--- config.mk ---
export PLATFORM = sky130hd
export DESIGN_NAME = regfile_dump_ctrl
export DESIGN_NICKNAME = d
export VERILOG_FILES = /design/src/rtl/regfile_dump_ctrl.sv
export SDC_FILE = /design/constraint.sdc
export NUM_CORES = 1
export LEC_CHECK = 0
export CAP_MARGIN = 20
export CELL_PAD_IN_SITES_DETAIL_PLACEMENT = 2
export CELL_PAD_IN_SITES_GLOBAL_PLACEMENT = 2
export CORE_UTILIZATION = 33
export CTS_CLUSTER_DIAMETER = 100
export DETAILED_ROUTE_END_ITERATION = 8
export PLACE_DENSITY = 0.84
export SLEW_MARGIN = 30
export SYNTH_ARGS = -nofsm -noshare
export SYNTH_HDL_FRONTEND = slang
export SYNTH_SLANG_ARGS = --single-unit
export TNS_END_PERCENT = 1
--- constraint.sdc ---
create_clock -name clk -period 2.4 [get_ports clk]
set_clock_uncertainty 0.1 [all_clocks]
set_input_delay 0.24 -clock clk [delete_from_list [all_inputs] [get_ports clk]]
set_output_delay 0.24 -clock clk [all_outputs]
set_load 0.005 [all_outputs]
--- src/rtl/regfile_dump_ctrl.sv ---
`default_nettype none
// ============================================================================
// Module   : regfile_dump_ctrl
// Brief    : Debug sequencer that freezes operand reads, walks every register
//            on the register file's debug read port and streams each value
//            out MSB-first as bytes over a valid/ready interface (UART TX).
// Revision : 1.0 - initial release
// ----------------------------------------------------------------------------
// Parameters
//   REG_COUNT  : registers dumped, indices 0..REG_COUNT-1 (1..32)
//   DATA_WIDTH : register width, multiple of 8
//   ADDR_WIDTH : debug read address width
// Ports
//   clk        : system clock, rising edge
//   rst        : asynchronous active-low reset
//   start      : one-cycle dump request, honoured only while idle
//   rd_data    : register file debug read data
//   tx_ready   : byte sink accepts tx_data this cycle
//   debug_on   : selects the register file debug read path
//   stop_debug : freezes normal operand reads during the dump
//   rd_addr    : debug read address
//   tx_data    : byte to transmit
//   tx_valid   : tx_data is valid
//   busy       : dump in progress
//   done       : one-cycle pulse after the last byte is accepted
// Build option
//   DUMP_CHECKSUM_EN : when defined, one extra byte (XOR of every dumped
//                      byte) is sent after the last register.
// ============================================================================
module regfile_dump_ctrl #(
    parameter int REG_COUNT  = 32,
    parameter int DATA_WIDTH = 32,
    parameter int ADDR_WIDTH = 5
) (
    input  logic                  clk,
    input  logic                  rst,
    input  logic                  start,
    input  logic [DATA_WIDTH-1:0] rd_data,
    input  logic                  tx_ready,
    output logic                  debug_on,
    output logic                  stop_debug,
    output logic [ADDR_WIDTH-1:0] rd_addr,
    output logic [7:0]            tx_data,
    output logic                  tx_valid,
    output logic                  busy,
    output logic                  done
);

    // ------------------------------------------------------------------------
    // Constants
    // ------------------------------------------------------------------------
    localparam int c_BYTES = DATA_WIDTH / 8;
    // Keep the counter at least one bit wide so 8-bit registers still build.
    localparam int c_CNT_W = (c_BYTES > 1) ? $clog2(c_BYTES) : 1;

    localparam logic [c_CNT_W-1:0]    c_CNT_LOAD = c_CNT_W'(c_BYTES - 1);
    localparam logic [ADDR_WIDTH-1:0] c_LAST_IDX = ADDR_WIDTH'(REG_COUNT - 1);

    // ------------------------------------------------------------------------
    // State encoding
    // ------------------------------------------------------------------------
    typedef enum logic [3:0] {
        S_IDLE   = 4'd0,
        S_FREEZE = 4'd1,
        S_ADDR   = 4'd2,
        S_WAIT   = 4'd3,
        S_LOAD   = 4'd4,
        S_SEND   = 4'd5,
        S_NEXT   = 4'd6,
`ifdef DUMP_CHECKSUM_EN
        S_CSUM   = 4'd7,
`endif
        S_FIN    = 4'd8
    } state_t;

    state_t                  r_state;
    logic [ADDR_WIDTH-1:0]   r_index;
    logic [DATA_WIDTH-1:0]   r_shift;
    logic [c_CNT_W-1:0]      r_byte_cnt;
`ifdef DUMP_CHECKSUM_EN
    logic [7:0]              r_csum;
`endif

    logic                    w_xfer;
    logic [DATA_WIDTH-1:0]   w_shift_next;

    // A byte leaves the block whenever the presented byte is taken.
    always_comb begin
        w_xfer       = tx_valid & tx_ready;
        w_shift_next = r_shift << 8;
    end

    // ------------------------------------------------------------------------
    // Sequencer. All outputs are registered here and are updated together
    // with the state so that each output already matches the state it
    // belongs to on the first cycle of that state.
    // ------------------------------------------------------------------------
    always_ff @(posedge clk or negedge rst) begin
        if (!rst) begin
            r_state    <= S_IDLE;
            r_index    <= '0;
            r_shift    <= '0;
            r_byte_cnt <= '0;
`ifdef DUMP_CHECKSUM_EN
            r_csum     <= '0;
`endif
            debug_on   <= 1'b0;
            stop_debug <= 1'b0;
            rd_addr    <= '0;
            tx_data    <= '0;
            tx_valid   <= 1'b0;
            busy       <= 1'b0;
            done       <= 1'b0;
        end else begin
            // done is a single-cycle pulse; only the entry into FIN raises it.
            done <= 1'b0;

            case (r_state)
                S_IDLE: begin
                    if (start) begin
                        r_state    <= S_FREEZE;
                        busy       <= 1'b1;
                        // Freeze one cycle ahead of switching the read path
                        // so the last normal operand read is held.
                        stop_debug <= 1'b1;
                    end
                end

                S_FREEZE: begin
`ifdef DUMP_CHECKSUM_EN
                    r_csum   <= '0;
`endif
                    r_state  <= S_ADDR;
                    debug_on <= 1'b1;
                    rd_addr  <= r_index;
                end

                // The register file captures the address on the falling edge
                // in ADDR; WAIT gives one more cycle of margin before LOAD
                // samples rd_data (two rising edges after rd_addr changes).
                S_ADDR: begin
                    r_state <= S_WAIT;
                end

                S_WAIT: begin
                    r_state <= S_LOAD;
                end

                S_LOAD: begin
                    r_shift    <= rd_data;
                    r_byte_cnt <= c_CNT_LOAD;
                    tx_data    <= rd_data[DATA_WIDTH-1 -: 8];
                    tx_valid   <= 1'b1;
                    r_state    <= S_SEND;
                end

                // tx_data/tx_valid only change on an accepted transfer, so
                // they hold steady for as long as the sink stalls.
                S_SEND: begin
                    if (w_xfer) begin
`ifdef DUMP_CHECKSUM_EN
                        r_csum  <= r_csum ^ tx_data;
`endif
                        r_shift <= w_shift_next;
                        if (r_byte_cnt == '0) begin
                            tx_valid <= 1'b0;
                            r_state  <= S_NEXT;
                        end else begin
                            r_byte_cnt <= r_byte_cnt - c_CNT_W'(1);
                            tx_data    <= w_shift_next[DATA_WIDTH-1 -: 8];
                        end
                    end
                end

                S_NEXT: begin
                    if (r_index == c_LAST_IDX) begin
`ifdef DUMP_CHECKSUM_EN
                        r_state    <= S_CSUM;
                        tx_data    <= r_csum;
                        tx_valid   <= 1'b1;
`else
                        r_state    <= S_FIN;
                        done       <= 1'b1;
                        debug_on   <= 1'b0;
                        stop_debug <= 1'b0;
`endif
                    end else begin
                        // Index stops at the last register; it never wraps.
                        r_index <= r_index + ADDR_WIDTH'(1);
                        rd_addr <= r_index + ADDR_WIDTH'(1);
                        r_state <= S_ADDR;
                    end
                end

`ifdef DUMP_CHECKSUM_EN
                // Register file stays frozen while the trailing checksum
                // byte is sent; everything is released on entry to FIN.
                S_CSUM: begin
                    if (w_xfer) begin
                        tx_valid   <= 1'b0;
                        r_state    <= S_FIN;
                        done       <= 1'b1;
                        debug_on   <= 1'b0;
                        stop_debug <= 1'b0;
                    end
                end
`endif

                S_FIN: begin
                    r_index <= '0;
                    rd_addr <= '0;
                    busy    <= 1'b0;
                    r_state <= S_IDLE;
                end

                default: begin
                    r_state    <= S_IDLE;
                    r_index    <= '0;
                    rd_addr    <= '0;
                    debug_on   <= 1'b0;
                    stop_debug <= 1'b0;
                    tx_valid   <= 1'b0;
                    busy       <= 1'b0;
                end
            endcase
        end
    end

endmodule
`default_nettype wire

# Word-level counts from Yosys, hierarchy flattened
# Cells that the tools add are included.
totals:
  register_bits: 53
  in_bits: 36
  word_cells: 78
  out_inout_bits: 18
classes:
  n_mux: 26
  eq_ne: 14
  bitwise: 7
  reduce_logical: 18
  n_addsub: 2
op_table:
  columns: ["cell", "count"]
  rows:
  - ["one-hot mux 24 bit (2 select lines)", 1]
  - ["OR reduction 6 bit", 5]
  - ["one-hot mux 4 bit (7 select lines)", 1]
  - ["2-to-1 mux 24 bit", 1]
  - ["2-to-1 mux 4 bit", 4]
  - ["2-to-1 mux 8 bit", 2]
  - ["one-hot mux 8 bit (2 select lines)", 1]
  - ["one-hot mux 5 bit (3 select lines)", 1]
  - ["equality test 4 x 3 -> 1 bit (second input constant)", 3]
  - ["inequality test 2 bit (second input constant)", 6]
  - ["AND reduction 3 bit", 4]
  - ["one-hot mux 5 bit (2 select lines)", 1]
  - ["AND reduction 2 bit", 5]
  - ["one-hot mux 1 bit (3 select lines)", 3]
  - ["equality test 4 x 2 -> 1 bit (second input constant)", 2]
  - ["2-to-1 mux 1 bit", 6]
  - ["inverter 1 bit", 6]
  - ["adder 5 x 1 -> 5 bit (second input constant)", 1]
  - ["equality test 5 bit (second input constant)", 1]
  - ["2-to-1 mux 5 bit", 1]
  - ["OR reduction 5 bit", 1]
  - ["equality test 4 x 1 -> 1 bit (second input constant)", 1]
  - ["equality test 4 bit (second input constant)", 1]
  - ["logical NOT 4 bit", 1]
  - ["other kinds (7)", 8]

# Logic depth before layout (Yosys ltp)
depth:
  ltp_word: 4
  mapped_depth: 8
  ltp_nobuf: 7

# Least setup slack after synthesis
# Ideal clock, no wire load.
synth_path:
  path_kind: "register -> register"
  start: "register r_index[0]"
  end: "register rd_addr[2]"
  arrival_ns: 1.600
  synth_period_minus_slack_ns: 1.787
  setup_ns: 0.087
  path_stages_with_launch: 8
  required_time_ns: 2.213
  slack_ns: 0.613
  path_buffers: 0
  cell_sequence: "dfrtp_1 -> ha_1 -> and3_1 -> ha_1 -> inv_1 -> a221oi_4 -> nor2_1 -> a22oi_1"
synth_via:
  elab_chain_cells: 3
  elab_cells_between_ends: 6
  classes_between: "add/sub: 1; eq/ne: 2; mux: 2; reduce/logical: 1"
synth_rtl:
  columns: ["item", "line", "source"]
  rows:
  - ["start, declared", "77", "logic [ADDR_WIDTH-1:0] r_index;"]
  - ["start signal, assigned", "189", "r_index <= r_index + ADDR_WIDTH'(1);"]
  - ["adder 5 x 1 -> 5 bit / equality test 5 bit (equally long branches)", "190, 176", null]
  - ["2-to-1 mux 5 bit / inequality test 2 bit (equally long branches)", null, null]
  - ["one-hot mux 5 bit (3 select lines) / AND reduction 2 bit (equally long branches)", null, null]
  - ["end signal, assigned", "135", "rd_addr <= r_index;"]
  - ["end signal, assigned", "190", "rd_addr <= r_index + ADDR_WIDTH'(1);"]
  - ["end, declared", "42", "output logic [ADDR_WIDTH-1:0] rd_addr,"]
# Parallel ways exist; a longest one is shown, timed or not. The select of a mux whose other input is x is not followed.
# A chain may end at the register's enable or synchronous reset.

# Final worst setup path
# Ends and elaborated chain as after synthesis.

==> metrics.cfg <==
[min_path]
hp-class = input port to async pin

[power_and_ir_drop]
power_density_nw_per_um2 = 1050
power.leakage_nw = 1.42
total_power_mw = 3.54
ir_worst_vdd_mv = 0.316

[timing]
tightestPinTransition_ns = 0.520
tns_ns = 0
timing.hold.ws_ns = 0.317
setup_viol = 0
setup_ws_ns = 0.322
fin_crit_sh = 0.866
min_period_ns = 2.08
finalMaxSlewViolations = 0
slew_headroom = 0.651
rsz0062_at_grt = false
hold_violations = 0
fmax_mhz = 481

[placed_design]
globalplace.congestion = 0.757
port_buffers = 53
dp_hpwl_um = 4640
pre_cts_ws_ns = 0.277
dp_cells = 385
placed_area_um2 = 3260

[detailed_routing]
vias = 1953
drt-initial-drc-count = 53
wl_per_cell_um = 16.2
dr.pass1.iters = 8
avgViaCountPerCell = 4.96
drc = 1
drtAntennaViolNets = 0
routed_wl_um = 6370

[synthesis]
synth-seq-area-share = 0.507
yosysUniqueCellTypes = 51
synth_area_leaders = dfrtp_1 51%, mux2i_1 6.1%, mux2_4 4.6%, nand2_1 4.2%, o21ai_0 3.6%
syn_inst = 232
netlist_area_um2 = 2620
synth_top_area_share = 0.507
synthArstFlopShare = 1.00
ys_warn_count = 0
ys_top_cells_by_count = 53 x dfrtp_1, 29 x nand2_1, 19 x o21ai_0
synth.largest_area_cell = dfrtp_1
ys_seq_elements = 53
synth_fp_nets = 271
synth_ff_type = dfrtp_1
synth_most_common_cell = dfrtp_1
synth_edf_count = 0
postSynthAreaPerCell_um2 = 11.3

[clock_tree]
post_cts_buffers = 0
cts_resized = 0
ctsHtreeMaxLevel = 2
cts_root_buf = clkbuf_8
clockBufferDepth = 2
cts_buffers = 5
clkSinkCount = 53
clock_latency_ns = 0.30
path_clk_slew_ns = 0.10
cts_tree = built

[layout]
diodes = 0
stdcell_count = 394
postLayoutCellArea_um2 = 3350
utilization = 0.436
syn_to_final_growth_pct = 28.1
nets = 330
drive_above_1_share = 0.137
nFillCells = 827

[critical_path]
rr_startpoint = r_index[0]$_DFFE_PN0P_
reg2reg_depth = 7
cp_common_cell = ha_1
cp-start-kind = flip-flop
arrival_ns = 2.21
crit_type = flip-flop to flip-flop
cpLargestDelayFamily = compound AO/OA/AOI/OAI gates
path_cells = ha_1, and3_1, ha_1, inv_1, a221oi_4, nor2_1, a22oi_1
cp-end-kind = flip-flop
critPathMaxFanout = 10
slowest_stage = dfrtp_1
cpPeakStageDelay_ns = 0.46
critPathRequiredTime_ns = 2.53
r2r-end = rd_addr[2]$_DFFE_PN0P_
critPathBufInv = 1
r2r_slack_ns = 0.32

[floorplanning]
die-area_um2 = 8290
die-height_um = 91.0
rows = 32
start_util = 0.340
core_area_um2 = 7690
die_w_um = 91.0
pin_count = 54

[grt]
grt_max_degree = 41
grt_pass1_vias = 2199
grt_usage = 0.169
grt_pass1_wl_um = 11000
antenna_found_initial = 0
grt_overflow_total = 0

[flow_run]
maxCapViolCount = 0

[status]
violations = DRC
status = finished, violations left

worst max-delay path by stage:
stage | start | end | slack, ns | cells after the start
after global placement | tx_ready | tx_data[3]$_DFFE_PN0P_ | 0.35 | 5
after CTS | r_index[0]$_DFFE_PN0P_ | rd_addr[2]$_DFFE_PN0P_ | 0.31 | 7
final | r_index[0]$_DFFE_PN0P_ | rd_addr[2]$_DFFE_PN0P_ | 0.32 | 7
after global routing | r_index[0]$_DFFE_PN0P_ | rd_addr[2]$_DFFE_PN0P_ | 0.1 | 7
after detailed placement | tx_ready | tx_data[6]$_DFFE_PN0P_ | 0.28 | 5
after floorplan | r_index[0]$_DFFE_PN0P_ | rd_addr[2]$_DFFE_PN0P_ | 0.61 | 7
timing repair:
action / in CTS / in global routing
endpoints found under the hold margin: 18 / 0
hold buffers: 1 / 0
setup endpoints to repair: 0 / 0
layout make-up:
type	instances	area, µm²	area share
multi-input combinational	160	1160	0.346
inverter	6	22.5	0.00672
tap	102	128	0.0381
clock inverter	1	7.51	0.00224
timing repair buffer	65	631	0.188
clock buffer	7	76.3	0.0228
sequential	53	1330	0.396
cell usage in the layout (no fill, tap or decap), types with 2 or more instances in the layout:
cell type | Yosys | final
o41ai_1 | 2 | 2
a21oi_1 | 7 | 7
clkbuf_8 | 0 | 5
mux2_4 | 8 | 8
inv_1 | 6 | 6
clkdlybuf4s50_1 | 0 | 52
o21ai_0 | 19 | 19
ha_1 | 3 | 3
buf_4 | 1 | 10
a21o_1 | 2 | 2
a22oi_1 | 4 | 4
and2_1 | 2 | 2
a22o_1 | 8 | 8
nor2_1 | 9 | 9
nand2b_1 | 5 | 5
nand2_1 | 29 | 29
mux2i_1 | 16 | 16
dfrtp_1 | 53 | 53
nand3_1 | 2 | 2
mux2_2 | 8 | 8
o22ai_1 | 2 | 2
o21ai_1 | 8 | 8
clkbuf_1 | 6 | 2
layer usage:
layer,wire [µm],GRT usage
met1,2890,0.214
met2,3160,0.287
met3,186,0.0302
met4,131,0.0595
met5,0,0
sequential cells by signal, summed over array words and instances, names as in the netlist:
name	cells
stop_debug	1
r_index	5
tx_data	8
r_byte_cnt	2
busy	1
done	1
r_state	4
r_shift	24
rd_addr	5
tx_valid	1
debug_on	1
cell families (layout without fill, tap and decap cells):
logic type / Yosys count / after routing / synth area share
flip-flops: 53 / 53 / 0.507
XOR/XNOR: 1 / 1 / 0.00335
multiplexers: 32 / 32 / 0.142
adder cells (fa/ha/maj): 3 / 3 / 0.0143
AND/OR/NAND/NOR: 61 / 61 / 0.120
AO/OA/AOI/OAI: 63 / 63 / 0.165
buffers and inverters: 19 / 79 / 0.0493
power breakdown:
part,internal [mW],leakage (nW),switching [mW]
sequential,1.25,0.652,0.213
clock,0.207,0.0385,0.290
combinational,0.835,0.725,0.742
Note: power is estimated with default switching activity, not from simulation.
